<file path="src/rtl/wb2axi_pkg.sv">
// Shared definitions for the Wishbone-to-AXI bridges (write and read paths).
// Holds AXI attribute encodings, bridge FSM state encodings and a size helper.
// Pure package: no logic, no latency, no flow control.
package wb2axi_pkg;

  // Bridge FSM states, common to the read and write bridges
  typedef enum logic [1:0] {
    ST_IDLE = 2'd0,
    ST_XFER = 2'd1,
    ST_RESP = 2'd2,
    ST_DONE = 2'd3
  } bridge_state_e;

  // AXI attribute encodings
  localparam logic [1:0] AXI_BURST_FIXED = 2'b00;
  localparam logic [1:0] AXI_BURST_INCR  = 2'b01;
  localparam logic [1:0] AXI_LOCK_NORMAL = 2'b00;
  localparam logic [3:0] AXI_CACHE_NONE  = 4'b0000;
  localparam logic [2:0] AXI_PROT_NONE   = 3'b000;
  localparam logic [3:0] AXI_QOS_NONE    = 4'b0000;
  localparam logic [3:0] AXI_REGION_NONE = 4'b0000;
  localparam logic [7:0] AXI_LEN_SINGLE  = 8'd0;

  // AxSIZE encoding for a beat of nbytes bytes (log2 of the byte count)
  function automatic logic [2:0] axi_size(input int unsigned nbytes);
    logic [2:0] sz;
    case (nbytes)
      1:       sz = 3'd0;
      2:       sz = 3'd1;
      4:       sz = 3'd2;
      8:       sz = 3'd3;
      16:      sz = 3'd4;
      default: sz = 3'd0;
    endcase
    return sz;
  endfunction

endpackage

</file>
<file path="src/rtl/wb2axi_write.sv">
// Wishbone write to single-beat AXI4 write bridge, one transaction outstanding.
// Latency: AW/W valid one cycle after capture; wb_ack one cycle after the B handshake.
// Backpressure: AW and W held stable until their own handshake; new captures wait for DONE to clear.
module wb2axi_write
  import wb2axi_pkg::*;
#(
  parameter int ADDR_WIDTH = 32,
  parameter int DATA_WIDTH = 32,
  parameter int ID_WIDTH   = 4,
  parameter int AXI_ID     = 0
) (
  input  logic                    ACLK,
  input  logic                    ARESETN,
  // Wishbone side
  input  logic [ADDR_WIDTH-1:0]   wb_adr,
  input  logic [DATA_WIDTH-1:0]   wb_dat,
  input  logic [DATA_WIDTH/8-1:0] wb_sel,
  input  logic                    wb_we,
  input  logic                    wb_cyc,
  input  logic                    i_cnt_done,
  output logic                    wb_ack,
  output logic                    wb_err,
  // AXI write address channel
  output logic [ID_WIDTH-1:0]     M_AXI_awid,
  output logic [ADDR_WIDTH-1:0]   M_AXI_awaddr,
  output logic [7:0]              M_AXI_awlen,
  output logic [2:0]              M_AXI_awsize,
  output logic [1:0]              M_AXI_awburst,
  output logic [1:0]              M_AXI_awlock,
  output logic [3:0]              M_AXI_awcache,
  output logic [2:0]              M_AXI_awprot,
  output logic [3:0]              M_AXI_awqos,
  output logic [3:0]              M_AXI_awregion,
  output logic                    M_AXI_awvalid,
  input  logic                    M_AXI_awready,
  // AXI write data channel
  output logic [DATA_WIDTH-1:0]   M_AXI_wdata,
  output logic [DATA_WIDTH/8-1:0] M_AXI_wstrb,
  output logic                    M_AXI_wlast,
  output logic                    M_AXI_wvalid,
  input  logic                    M_AXI_wready,
  // AXI write response channel
  input  logic [ID_WIDTH-1:0]     M_AXI_bid,
  input  logic [1:0]              M_AXI_bresp,
  input  logic                    M_AXI_bvalid,
  output logic                    M_AXI_bready
);

  bridge_state_e           state_q;
  logic [ADDR_WIDTH-1:0]   awaddr_q;
  logic [DATA_WIDTH-1:0]   wdata_q;
  logic [DATA_WIDTH/8-1:0] wstrb_q;
  logic                    awvalid_q, wvalid_q, bready_q;
  logic                    aw_done_q, w_done_q;
  logic                    ack_q, err_q;

  logic aw_hs, w_hs, aw_fin, w_fin, capture;
  logic unused_inputs;

  // Only one ID is ever in flight and only the SLVERR/DECERR bit matters
  assign unused_inputs = ^{M_AXI_bid, M_AXI_bresp[0]};

  assign capture = wb_cyc && wb_we && i_cnt_done;
  assign aw_hs   = awvalid_q && M_AXI_awready;
  assign w_hs    = wvalid_q && M_AXI_wready;
  // A channel is finished if it completed earlier or completes this cycle
  assign aw_fin  = aw_done_q || aw_hs;
  assign w_fin   = w_done_q || w_hs;

  // Single-beat INCR write with fixed attributes
  assign M_AXI_awid     = ID_WIDTH'(AXI_ID);
  assign M_AXI_awlen    = AXI_LEN_SINGLE;
  assign M_AXI_awsize   = axi_size(DATA_WIDTH / 8);
  assign M_AXI_awburst  = AXI_BURST_INCR;
  assign M_AXI_awlock   = AXI_LOCK_NORMAL;
  assign M_AXI_awcache  = AXI_CACHE_NONE;
  assign M_AXI_awprot   = AXI_PROT_NONE;
  assign M_AXI_awqos    = AXI_QOS_NONE;
  assign M_AXI_awregion = AXI_REGION_NONE;

  assign M_AXI_awaddr  = awaddr_q;
  assign M_AXI_awvalid = awvalid_q;
  assign M_AXI_wdata   = wdata_q;
  assign M_AXI_wstrb   = wstrb_q;
  assign M_AXI_wvalid  = wvalid_q;
  assign M_AXI_wlast   = wvalid_q;
  assign M_AXI_bready  = bready_q;
  assign wb_ack        = ack_q;
  assign wb_err        = err_q;

  // Bridge FSM with all handshake outputs registered
  always_ff @(posedge ACLK or negedge ARESETN) begin
    if (!ARESETN) begin
      state_q   <= ST_IDLE;
      awaddr_q  <= '0;
      wdata_q   <= '0;
      wstrb_q   <= '0;
      awvalid_q <= 1'b0;
      wvalid_q  <= 1'b0;
      bready_q  <= 1'b0;
      aw_done_q <= 1'b0;
      w_done_q  <= 1'b0;
      ack_q     <= 1'b0;
      err_q     <= 1'b0;
    end else begin
      ack_q <= 1'b0;
      err_q <= 1'b0;
      case (state_q)
        ST_IDLE: begin
          if (capture) begin
            awaddr_q  <= wb_adr;
            wdata_q   <= wb_dat;
            wstrb_q   <= wb_sel;
            awvalid_q <= 1'b1;
            wvalid_q  <= 1'b1;
            aw_done_q <= 1'b0;
            w_done_q  <= 1'b0;
            state_q   <= ST_XFER;
          end
        end
        ST_XFER: begin
          if (aw_hs) begin
            awvalid_q <= 1'b0;
            aw_done_q <= 1'b1;
          end
          if (w_hs) begin
            wvalid_q <= 1'b0;
            w_done_q <= 1'b1;
          end
          if (aw_fin && w_fin) begin
            bready_q <= 1'b1;
            state_q  <= ST_RESP;
          end
        end
        ST_RESP: begin
          if (M_AXI_bvalid) begin
            bready_q <= 1'b0;
            ack_q    <= 1'b1;
            err_q    <= M_AXI_bresp[1];
            state_q  <= ST_DONE;
          end
        end
        ST_DONE: begin
          // Wait for the master to release the request so a held cycle is not reissued
          if (!wb_cyc || !i_cnt_done) begin
            state_q <= ST_IDLE;
          end
        end
        default: state_q <= ST_IDLE;
      endcase
    end
  end

endmodule

</file>
<file path="config.mk">
export PLATFORM = sky130hd
export DESIGN_NAME = wb2axi_write
export DESIGN_NICKNAME = d
export VERILOG_FILES = /design/src/rtl/wb2axi_pkg.sv /design/src/rtl/wb2axi_write.sv
export SDC_FILE = /design/constraint.sdc
export NUM_CORES = 1
export LEC_CHECK = 0
export ABC_AREA = 1
export CORE_UTILIZATION = 42
export CTS_BUF_LIST = sky130_fd_sc_hd__clkbuf_4
export CTS_CLUSTER_SIZE = 8
export DETAILED_ROUTE_END_ITERATION = 6
export GPL_TIMING_DRIVEN = 0
export PLACE_DENSITY = 0.87
export SLEW_MARGIN = 20
export SYNTH_ARGS = -nofsm -noshare
export SYNTH_HDL_FRONTEND = slang
export SYNTH_SLANG_ARGS = --single-unit
</file>
<file path="constraint.sdc">
create_clock -name ACLK -period 3.7 [get_ports ACLK]
set_input_delay 0.37 -clock ACLK [delete_from_list [all_inputs] [get_ports ACLK]]
set_output_delay 0.37 -clock ACLK [all_outputs]
set_load 0.05 [all_outputs]
</file>
# --- After elaboration in Yosys (flattened, before gate mapping) ---
# Index checks and enable logic that the tools add are counted.
op_classes:
  n_mux: 22
  eq_ne: 9
  n_reduce_logical: 18
ops:
  columns: ["operator", "n"]
  rows:
  - ["1-bit 2-to-1 mux", 12]
  - ["2-bit != test (second input constant)", 6]
  - ["1-bit case mux with 2 select lines", 5]
  - ["3-bit AND reduction", 3]
  - ["2-bit 2-to-1 mux", 4]
  - ["2-bit case mux with 4 select lines", 1]
  - ["1-bit logical AND", 5]
  - ["2-bit == test (second input constant)", 2]
  - ["4-bit AND reduction", 1]
  - ["2-bit nonzero test", 2]
  - ["1-bit logical OR", 3]
  - ["2-bit by 1-bit == test with 1-bit output (second input constant)", 1]
  - ["1-bit zero test", 2]
  - ["2-bit zero test", 1]
  - ["2-bit AND reduction", 1]
totals:
  input_bits: 82
  out_inout_bits: 108
  elab_cells: 60
  regBits: 77

# --- Logic depth before layout (Yosys ltp) ---
logic_depth:
  word_depth: 5
  depth_mapped: 9
  depth_no_buf: 8

# --- Least setup slack after synthesis ---
# OpenSTA, ideal clock, no wires.
synth_path:
  path_type: "register -> register"
  startpoint: "register state_q[0]"
  endpoint: "register wdata_q[0] (netlist: M_AXI_wdata[0])"
  path_slack_ns: 2.256
  period_less_slack_ns: 1.444
  path_stages_with_launch: 10
  t_arrival_ns: 1.325
  setup_ns: 0.119
  required_ns: 3.581
  n_path_buf: 2
  path_cell_list: "dfrtp_1 inv_1 ha_1 inv_2 nor2_4 inv_2 buf_4 buf_4 nand2_1 nand2_1"
synth_via:
  elab_chain_len: 2
synth_lines:
  columns: ["item", "line", "rtl"]
  rows:
  - ["start: declaration", "wb2axi_write.sv:49", "bridge_state_e state_q;"]
  - ["start signal: assignment", "wb2axi_write.sv:94", "state_q <= ST_IDLE;"]
  - ["start signal: assignment", "wb2axi_write.sv:118", "state_q <= ST_XFER;"]
  - ["start signal: assignment", "wb2axi_write.sv:132", "state_q <= ST_RESP;"]
  - ["2-bit zero test", "wb2axi_write.sv:108", "case (state_q)"]
  - ["2-bit AND reduction (no line)", null, null]
  - ["end signal: assignment", "wb2axi_write.sv:112", "wdata_q <= wb_dat;"]
  - ["end: declaration", "wb2axi_write.sv:51", "logic [DATA_WIDTH-1:0] wdata_q;"]
# Every way passes these cells.
# A chain may end at the register's enable or synchronous reset.

# --- Final worst setup path ---
layout_path:
  startpoint: "register wvalid_q (netlist: M_AXI_wlast)"
  endpoint: "output M_AXI_wvalid"
layout_lines:
  columns: ["item", "line", "rtl"]
  rows:
  - ["start: declaration", "wb2axi_write.sv:53", "logic awvalid_q, wvalid_q, bready_q;"]
  - ["start signal: assignment", "wb2axi_write.sv:99", "wvalid_q <= 1'b0;"]
  - ["start signal: assignment", "wb2axi_write.sv:115", "wvalid_q <= 1'b1;"]
  - ["start signal: assignment", "wb2axi_write.sv:127", "wvalid_q <= 1'b0;"]
  - ["end: declaration", "wb2axi_write.sv:40", "output logic M_AXI_wvalid,"]
# No word-level cell between the ends.

==> impl_metrics.env <==
export IMPL_result_of_the_run="completed"
export IMPL_worst_path_dominant_cell_family="buffers and inverters"
export IMPL_timing_worst_slew_pin_value_ns=0.5437
export IMPL_initial_utilization_pct=43.25
export IMPL_routed_wirelength_um=8583
export IMPL_design_final_nets=669
export IMPL_htreeDepth=3
export IMPL_final_layout_size_suffix_gt1_share_pct=11.26
export IMPL_cpPeakStageDelay_ns=0.78
export IMPL_drc_errors=0
export IMPL_fp_dieArea_um2=8276
export IMPL_clock_tree_buffer_depth=2
export IMPL_placeable_area_um2=7687
export IMPL_route_vias_total=2999
export IMPL_leakagePower_nw=2.742
export IMPL_insertedDiodeCount=0
export IMPL_timing_setup_critical_path_class="flip-flop to output pin"
export IMPL_start_kind="flip-flop"
export IMPL_ant_nets=0
export IMPL_synthesis_area_um2=3324
export IMPL_finalCoreUtilization_pct=68.02
export IMPL_area_growth_syn_to_layout_pct=57.28
export IMPL_numCtsBuffers=9
export IMPL_cts_tree="done"
export IMPL_synth_warnings=0
export IMPL_pre_cts_ws_ns=1.684
export IMPL_p_int_w=0.002381
export IMPL_antenna_found_initial=0
export IMPL_setup_viol=0
export IMPL_final_setup_skew_ns=0.01219
export IMPL_detailedRoute_firstPassIterationCount=4
export IMPL_cp_max_fo=4
export IMPL_postSynthAreaPerCell_um2=8.590
export IMPL_synth_yosys_seq_area_share_pct=57.96
export IMPL_grt_first_pass_wirelength_um=14100
export IMPL_std_cell_rows=32
export IMPL_dieHeight_um=90.97
export IMPL_slowest_stage="sky130_fd_sc_hd__clkdlybuf4s50_1"
export IMPL_drt_first_iter_violations=144
export IMPL_worst_r2r_path_depth=9
export IMPL_fillers=630
export IMPL_grt_setup_unrepaired="no"
export IMPL_cp_arrival_ns=1.71
export IMPL_wl_per_cell_um=12.48
export IMPL_cts_root_buffer="sky130_fd_sc_hd__clkbuf_4"
export IMPL_yosysTopAreaCellShare_pct=57.96
export IMPL_globalRouteOverflowTotal=0
export IMPL_place_congestion=0.7711
export IMPL_timing_final_max_slew_violations=0
export IMPL_power_switching_fraction_pct=51.25
export IMPL_worst_ir_drop_vdd_mv=0.5608
export IMPL_cell_accounting_for_the_most_synthesized_area="sky130_fd_sc_hd__dfrtp_1"
export IMPL_power_switching_w=0.002503
export IMPL_period_needed_ns=2.079
export IMPL_power_density_nw_per_um2=934.0
export IMPL_hold_viol=0
export IMPL_timing_max_cap_violations=0
export IMPL_detailedPlacementHpwl_um=6533
export IMPL_die_width_um=90.97
export IMPL_post_cts_setup_buffer_count=0
export IMPL_first_global_vias=3091
export IMPL_register_bit_total_from_synthesis=77
export IMPL_timing_final_crit_share_pct=56.20
export IMPL_grt_start_max_net_pins=43
export IMPL_cts_repair_resize_count=0
export IMPL_routed_via_density=4.359
export IMPL_endpoint_kind="output pin"
export IMPL_ys_types=17
export IMPL_design_portCount=190
export IMPL_max_slew_headroom_pct=63.64
export IMPL_synthesis_instances=387
export IMPL_type_of_the_worst_min_delay_path="flip-flop to flip-flop"
export IMPL_cts_clk_slew_worst_paths_ns=0.11
export IMPL_sequential_power_share_pct=29.8
export IMPL_yosys_top_cells_area="sky130_fd_sc_hd__dfrtp_1, sky130_fd_sc_hd__nand2_1, sky130_fd_sc_hd__buf_4"
export IMPL_clock_latency_ns=0.39
export IMPL_worst_path_buf_inv=2
export IMPL_critical_path_cell_count=2
export IMPL_hold_path_cell_count=2
export IMPL_post_route_worst_setup_slack_ns=1.621
export IMPL_grtUsageTotal_pct=21.54
export IMPL_fin_cells=688
export IMPL_power_share_combinational_pct=60.3
export IMPL_worst_path_required_ns=3.33
export IMPL_dp_cells=672
export IMPL_placement_io_buffers=150
export IMPL_clock_sinks=77
export IMPL_peak_clock_frequency_supported_by_timing_ghz=0.4810
export IMPL_clock_power_share_pct=9.9
export IMPL_worstPathCellList="buf_4, clkdlybuf4s50_1"
-- final timing paths --
kind                       slack [ns]                           end                       start
setup / recovery                 1.62                  M_AXI_wvalid     M_AXI_wlast$_DFFE_PN0P_
min in group asynchronous        0.51   M_AXI_wdata[15]$_DFFE_PN0P_                     ARESETN
hold reg to reg                  0.48    M_AXI_wstrb[3]$_DFFE_PN0P_  M_AXI_wstrb[3]$_DFFE_PN0P_
hold / removal                   0.48    M_AXI_wstrb[3]$_DFFE_PN0P_  M_AXI_wstrb[3]$_DFFE_PN0P_
max in group asynchronous        2.60  M_AXI_awaddr[27]$_DFFE_PN0P_                     ARESETN
setup reg to reg                 1.90    M_AXI_wdata[5]$_DFFE_PN0P_      state_q[0]$_DFFE_PN0P_
-- layout make-up --
cell class                      count  area (um2)  share of cell area, %
Tap cell                          102       127.6                  2.441
Clock buffer                       10       75.07                  1.436
Clock inverter                      5       52.55                  1.005
Inverter                           11       41.29                 0.7897
Buffer                             49       344.1                  6.581
Multi-Input combinational cell    282        1132                  21.66
Timing Repair Buffer              152        1529                  29.24
Sequential cell                    77        1927                  36.85
-- power by group through the flow --
stage               logic [W]  registers, W  clock network (W)
CTS                   0.00296       0.00146           0.000497
floorplan            0.000585       0.00278                  0
global route          0.00310       0.00150           0.000526
detailed placement    0.00295       0.00147                  0
global placement      0.00288       0.00144                  0
finish                0.00295       0.00145           0.000484
-- Yosys cell counts --
| library cell | n |
|---|---|
| sky130_fd_sc_hd__nor2_4 | 1 |
| sky130_fd_sc_hd__nand2_1 | 229 |
| sky130_fd_sc_hd__nor2_1 | 2 |
| sky130_fd_sc_hd__clkbuf_1 | 4 |
| sky130_fd_sc_hd__buf_4 | 39 |
| sky130_fd_sc_hd__dfrtp_1 | 77 |
| sky130_fd_sc_hd__nand3_1 | 6 |
| sky130_fd_sc_hd__o21ai_0 | 1 |
| sky130_fd_sc_hd__o21a_1 | 1 |
| sky130_fd_sc_hd__inv_2 | 2 |
| sky130_fd_sc_hd__a21boi_0 | 2 |
| sky130_fd_sc_hd__conb_1 | 2 |
| sky130_fd_sc_hd__ha_1 | 5 |
| sky130_fd_sc_hd__inv_1 | 9 |
| sky130_fd_sc_hd__or2_2 | 1 |
| sky130_fd_sc_hd__buf_6 | 1 |
| sky130_fd_sc_hd__buf_2 | 5 |
-- per-stage QoR --
stage | instance area (um2) | TNS (ns) | hold WS [ns] | total power [W]
floorplan | 3445 | 0 | 0.07441 | 0.003363
global placement | 5074 | -26.40 | 0.4529 | 0.004326
detailed placement | 5091 | 0 | 0.3937 | 0.004421
CTS | 5229 | 0 | 0.4563 | 0.004912
global route | 5229 | 0 | 0.4730 | 0.005133
finish | 5229 | 0 | 0.4782 | 0.004884
-- logic make-up after synthesis --
logic type,Yosys count,share of synthesized area [%]
adder cells (fa/ha/maj),5,1.882
AND/OR/NAND/NOR,239,27.51
other,2,0.2259
buffers and inverters,60,11.59
AO/OA/AOI/OAI,4,0.8278
flip-flops,77,57.96
-- worst min-delay path: stages (launching register included) --
cell	delay, ns
sky130_fd_sc_hd__dfrtp_1	0.36
sky130_fd_sc_hd__nand2_1	0.05
sky130_fd_sc_hd__nand2_1	0.04
-- state kept, by name, summed over array words and instances, names as in the netlist --
| register | count |
|---|---|
| M_AXI_awaddr | 32 |
| aw_done_q | 1 |
| wb_ack | 1 |
| M_AXI_bready | 1 |
| w_done_q | 1 |
| M_AXI_wstrb | 4 |
| M_AXI_wdata | 32 |
| wb_err | 1 |
| M_AXI_wlast | 1 |
| state_q | 2 |
| M_AXI_awvalid | 1 |
-- layout by cell type (no fill, tap or decap), drive strengths merged --
cell	netlist	final
nand3	6	6
inv	11	11
or2	1	1
ha	5	5
clkdlybuf4s50	0	149
clkinv	0	3
o21ai	1	1
clkbuf	4	14
dfrtp	77	77
conb	2	34
a21boi	2	2
bufinv	0	1
dlygate4sd3	0	1
buf	45	47
clkinvlp	0	1
o21a	1	1
nor2	3	3
nand2	229	229
-- metal layers --
layer / up-vias / part of all wire (%) / track usage (%)
met5: - / 0 / 0
met4: 0 / 2.9 / 9.788
met3: 26 / 5.4 / 4.690
met2: 119 / 51 / 37.94
met1: 1375 / 40 / 25.07
li1: 1479 / - / -
-- what timing repair did --
| item | in CTS | in global routing |
|---|---|---|
| setup endpoints to repair | 0 | 0 |
| hold buffers | 1 | 0 |
| hold endpoints to repair | 41 | 0 |
Power figures use the tool's default switching activity.
